<file path="src/rtl/led_pattern_sequencer.sv">
// Debounced-key LED pattern sequencer for the 8 green LEDs, paced by an internal tick divider.
// Build option SPEED_CTRL_EN: when defined, KEY[2] steps the tick speed; otherwise speed is fixed at 0.
//
// mode   | meaning
// -------+--------------------------------------------------
// ALT    | LEDG toggles 55 <-> AA each tick
// CHASE  | single lit LED rotates left, 80 wraps to 01
// BOUNCE | single lit LED walks up to 80 then back down to 01
// COUNT  | LEDG is a binary up-counter, FF wraps to 00
module led_pattern_sequencer #(
    parameter int unsigned TICK_DIV        = 50000000,
    parameter int unsigned DEBOUNCE_CYCLES = 1000000
) (
    input  logic       CLOCK_50,
    input  logic       RESET,
    input  logic [3:0] KEY,
    output logic [7:0] LEDG,
    output logic [1:0] MODE,
    output logic       PAUSED
);

    localparam logic [1:0] MODE_ALT    = 2'd0;
    localparam logic [1:0] MODE_CHASE  = 2'd1;
    localparam logic [1:0] MODE_BOUNCE = 2'd2;
    localparam logic [1:0] MODE_COUNT  = 2'd3;

`ifdef SPEED_CTRL_EN
    localparam int NKEYS = 3;
`else
    localparam int NKEYS = 2;
`endif
    localparam int CW = $clog2(TICK_DIV);
    localparam int DW = $clog2(DEBOUNCE_CYCLES + 1);

    logic [NKEYS-1:0] press;

    // Each key: 2-FF synchroniser, then the level is accepted only after DEBOUNCE_CYCLES stable cycles.
    for (genvar k = 0; k < NKEYS; k++) begin : g_key
        logic          sync1;
        logic          sync2;
        logic          accepted;
        logic          pulse;
        logic [DW-1:0] stab;

        always_ff @(posedge CLOCK_50 or posedge RESET) begin
            if (RESET) begin
                sync1    <= 1'b1;
                sync2    <= 1'b1;
                accepted <= 1'b1;
                stab     <= '0;
                pulse    <= 1'b0;
            end else begin
                sync1 <= KEY[k];
                sync2 <= sync1;
                pulse <= 1'b0;
                if (sync2 == accepted) begin
                    stab <= '0;
                end else if (stab == DW'(DEBOUNCE_CYCLES - 1)) begin
                    accepted <= sync2;
                    stab     <= '0;
                    pulse    <= ~sync2;
                end else begin
                    stab <= stab + DW'(1);
                end
            end
        end

        assign press[k] = pulse;
    end

    logic       mode_press;
    logic       pause_press;
    logic       speed_press;
    logic [1:0] speed;
    logic       unused_keys;

    assign mode_press  = press[0];
    assign pause_press = press[1];

`ifdef SPEED_CTRL_EN
    assign speed_press = press[2];
    assign unused_keys = KEY[3];

    always_ff @(posedge CLOCK_50 or posedge RESET) begin
        if (RESET)
            speed <= 2'd0;
        else if (speed_press)
            speed <= speed + 2'd1;
    end
`else
    assign speed_press = 1'b0;
    assign speed       = 2'd0;
    assign unused_keys = ^KEY[3:2];
`endif

    logic [CW-1:0] tick_cnt;
    logic [31:0]   period;
    logic          tick;
    logic          dir_up;
    logic [1:0]    mode_next;
    logic [7:0]    bounce_next;

    assign period      = TICK_DIV >> speed;
    assign tick        = !PAUSED && (32'(tick_cnt) == period - 32'd1);
    assign mode_next   = MODE + 2'd1;
    assign bounce_next = dir_up ? (LEDG << 1) : (LEDG >> 1);

    always_ff @(posedge CLOCK_50 or posedge RESET) begin
        if (RESET) begin
            LEDG     <= 8'h55;
            MODE     <= MODE_ALT;
            PAUSED   <= 1'b0;
            tick_cnt <= '0;
            dir_up   <= 1'b1;
        end else begin
            // A mode press wins over a coincident tick: the new seed is loaded, no step.
            if (mode_press) begin
                MODE   <= mode_next;
                dir_up <= 1'b1;
                case (mode_next)
                    MODE_ALT:    LEDG <= 8'h55;
                    MODE_CHASE:  LEDG <= 8'h01;
                    MODE_BOUNCE: LEDG <= 8'h01;
                    default:     LEDG <= 8'h00;
                endcase
            end else if (tick) begin
                case (MODE)
                    MODE_ALT:    LEDG <= ~LEDG;
                    MODE_CHASE:  LEDG <= {LEDG[6:0], LEDG[7]};
                    MODE_BOUNCE: begin
                        LEDG <= bounce_next;
                        if (bounce_next == 8'h80)
                            dir_up <= 1'b0;
                        else if (bounce_next == 8'h01)
                            dir_up <= 1'b1;
                    end
                    MODE_COUNT:  LEDG <= LEDG + 8'd1;
                    default:     LEDG <= LEDG;
                endcase
            end

            if (mode_press || speed_press)
                tick_cnt <= '0;
            else if (tick)
                tick_cnt <= '0;
            else if (!PAUSED)
                tick_cnt <= tick_cnt + CW'(1);

            if (pause_press)
                PAUSED <= ~PAUSED;
        end
    end

endmodule
</file>
<file path="config.mk">
export PLATFORM = sky130hd
export DESIGN_NAME = led_pattern_sequencer
export DESIGN_NICKNAME = d
export VERILOG_FILES = /design/src/rtl/led_pattern_sequencer.sv
export SDC_FILE = /design/constraint.sdc
export NUM_CORES = 1
export LEC_CHECK = 0
export ABC_CLOCK_PERIOD_IN_PS = 5050
export BUFFER_PORTS_ARGS = -buffer_cell sky130_fd_sc_hd__buf_2
export CAP_MARGIN = 30
export CORE_MARGIN = 2
export CORE_UTILIZATION = 55
export DETAILED_ROUTE_END_ITERATION = 12
export PLACE_DENSITY_LB_ADDON = 0.3
export RECOVER_POWER = 50
export SLEW_MARGIN = 30
export SYNTH_ARGS = -nofsm -noshare
export SYNTH_HDL_FRONTEND = slang
export SYNTH_SLANG_ARGS = --single-unit
</file>
<file path="constraint.sdc">
create_clock -name CLOCK_50 -period 5.05 [get_ports CLOCK_50]
set_input_delay 0.2525 -clock CLOCK_50 [delete_from_list [all_inputs] [get_ports CLOCK_50]]
set_output_delay 0.2525 -clock CLOCK_50 [all_outputs]
set_load 0.02 [all_outputs]
</file>
==> impl_metrics.py <==
metrics = {
    "logic_synthesis": {
        "yosys-top-cells-area": "dfrtp_1 42%, xor2_1 8.4%, nor2_1 6.6%, dfstp_2 6.4%, nand2_1 3.5%",
        "ys_warn_count": 0,
        "syn_nets": 485,
        "ys_seq_area_frac": 0.481,
        "synth.distinct_cells": 55,
        "yosysTopAreaCell": "dfrtp_1",
        "synth_area_sq_mm": 0.00451,
        "synth_edf_count": 0,
        "ys_ff_latch": 86,
        "ys_top_cells_by_count": "79 x nor2_1, 75 x dfrtp_1, 43 x xor2_1",
        "avgSynthCellArea_sq_um": 9.59,
        "synthCells": 470,
        "async_flop_share": 1.00,
        "synth.most_common_cell": "nor2_1",
        "ys.flop_type": "dfrtp_1",
        "synth_top_area_frac": 0.417,
    },
    "status": {
        "status": "finished with violations",
        "violations": "max-capacitance violations, max-slew violations",
    },
    "routing": {
        "vias": 3374,
        "drt_first_iter_violations": 165,
        "dr.pass1.iters": 4,
        "drc_errors": 0,
        "post_drt_wl_per_cell_um": 13.8,
        "wl_um": 8100,
        "viasPerCell": 5.73,
        "antenna_left": 0,
    },
    "die": {
        "io_pins": 17,
        "die_x_um": 94.5,
        "rows": 33,
        "dieArea_sq_mm": 0.00893,
        "initial_core_util": 0.557,
        "core_area_sq_mm": 0.00809,
        "die_y_um": 94.5,
    },
    "sta": {
        "tightest_slew_ps": 2290,
        "period_share": 0.621,
        "setup_viol_count_final": 0,
        "clock.fmax_mhz": 319,
        "slew_violations": 89,
        "fin_setup_tns_ps": 0,
        "rsz0062_at_grt": "no",
        "fin_worst_skew_ps": 7.57,
        "final_hold_viol_count": 0,
        "fin_ws_ps": 1920,
        "period_minus_slack_ps": 3130,
        "slew_headroom": -0.525,
    },
    "critical_path": {
        "end_kind": "asynchronous set/reset pin",
        "required_ps": 5040,
        "crit_family": "buffers and inverters",
        "worstPathArrival_ps": 3120,
        "crit_type": "input port to asynchronous set/reset pin",
        "path_max_fanout": 44,
        "crit_path_start_kind": "input port",
        "cpPeakStageDelay_ps": 1710,
        "crit_chain": "buf_2, clkinvlp_2, clkbuf_1",
        "slowest_stage": "clkbuf_1",
        "critPathBufInv": 3,
    },
    "grt": {
        "grt_pass1_vias": 3148,
        "antenna_found_initial": 0,
        "grt_usage": 0.198,
        "grt_remaining_overflow": 0,
        "grt_pass1_wl_um": 14100,
        "grt_max_degree": 45,
    },
    "layout": {
        "final_nets": 494,
        "areaGrowthSynthToFinish_pct": 7.47,
        "fillers": 692,
        "drive_gt1_frac": 0.110,
        "fin_util": 0.598,
        "insertedDiodeCount": 0,
    },
    "hold_path": {
        "hold_path.class": "input port to asynchronous set/reset pin",
    },
    "pwr": {
        "p_leak_nw": 2.07,
        "power_mw": 1.21,
        "p_per_area_mw_per_mm2": 249,
        "ir_drop_v": 0.000189,
    },
    "job": {
        "max_cap_violations": 2,
    },
    "clocking": {
        "cts_setup_buffers": 0,
        "numCtsBuffers": 9,
        "htree_num_levels": 3,
        "clk_latency_ps": 350,
        "clock-root-buffer": "clkbuf_8",
        "clkTransAtPathRegs_ps": 80,
        "clockBufferDepth": 2,
        "cts_sinks": 86,
        "cts_tree": "built",
    },
    "place": {
        "portBuffers": 14,
        "dpl_worst_slack_ps": 2230,
        "hpwl_um": 5330,
        "place.gp.congestion": 0.802,
    },
}
metrics by stage:
| stage | cells | hold slack [ps] | area (sq um) |
|---|---|---|---|
| final | 589 | 349 | 4840 |
| after detailed placement | 571 | 349 | 4630 |
| after CTS | 589 | 1.32 | 4840 |
| after global placement | 571 | 347 | 4620 |
| after global routing | 589 | 373 | 4840 |
| after floorplan | 470 | 257 | 4510 |
sequential cells by signal, indices dropped and copies added, names as in the netlist:
register / cells
LEDG: 8
MODE: 2
PAUSED: 1
dir_up: 1
g_key.accepted: 2
g_key.pulse: 2
g_key.stab: 40
g_key.sync1: 2
g_key.sync2: 2
tick_cnt: 26
path summary, 6_finish.rpt:
check                  slack [ps]                startpoint                          to  cells after the start
setup / recovery             1920                     RESET  g_key[1].stab[3]$_DFF_PP0_                      3
max in group CLOCK_50        2230   tick_cnt[0]$_DFFE_PP0P_     tick_cnt[2]$_DFFE_PP0P_                      6
hold reg to reg               360  g_key[0].sync1$_DFF_PP1_    g_key[0].sync2$_DFF_PP1_                      0
setup reg to reg             2230   tick_cnt[0]$_DFFE_PP0P_     tick_cnt[2]$_DFFE_PP0P_                      6
min in group CLOCK_50         360  g_key[0].sync1$_DFF_PP1_    g_key[0].sync2$_DFF_PP1_                      0
hold / removal                350                     RESET  g_key[0].stab[9]$_DFF_PP0_                      2
worst reg2reg max path, stage by stage (launching register included):
cell and delay (ps):
dfrtp_1 410, ha_1 200, and3_1 190, nand4_1 120, or4b_1 840, nand2b_1 770
nor2_1 140
area by class of cell:
class / instances / area [sq um] / area share
inverter: 9 / 35.0 / 0.00724
clock buffer: 13 / 149 / 0.0307
timing repair buffer: 17 / 93.8 / 0.0194
sequential: 86 / 2170 / 0.447
tap: 105 / 131 / 0.0271
multi-input combinational: 356 / 2220 / 0.459
clock inverter: 3 / 45.0 / 0.00930
where the power goes:
group	internal, mW	total, mW	switching (mW)
clock	0.243	0.478	0.235
combinational	0.00683	0.0285	0.0217
sequential	0.695	0.700	0.00502
per-layer routing:
layer / track usage / vias to the layer above / routed length, um
li1: - / 1642 / -
met1: 0.268 / 1665 / 3890
met2: 0.318 / 57 / 3830
met3: 0.0479 / 10 / 297
met4: 0.0628 / 0 / 85
met5: 0 / - / 0
kinds of logic after synthesis:
group	share of synthesized area
flops	0.481
buf+inv	0.0289
mux	0.0139
compound gates	0.0661
xor+xnor	0.117
simple gates	0.269
fa+ha+maj	0.0250
placed cells by master (no fill, tap or decap), types with 3 or more instances in the layout:
cell	n
mux2i_1	4
or3_1	7
dfrtp_1	75
nor2b_1	6
clkbuf_1	4
xnor2_1	17
nor4_2	4
clkbuf_8	10
nor2_1	79
nor3_1	8
and3_1	8
nand2_1	42
ha_1	9
o21ai_0	10
dfstp_2	11
nand4_1	17
a21oi_1	16
a221oi_1	4
nand4b_1	3
nand3b_1	3
buf_2	14
inv_1	8
nor3b_1	3
nand3_1	28
and4_1	6
xor2_1	43
nor4_1	3
repair_timing:
action	4_1_cts	5_1_grt
endpoints found under the hold margin	2	0
hold buffers	2	0
resized for setup	0	0
No activity file was read; power rests on OpenSTA's default activity.
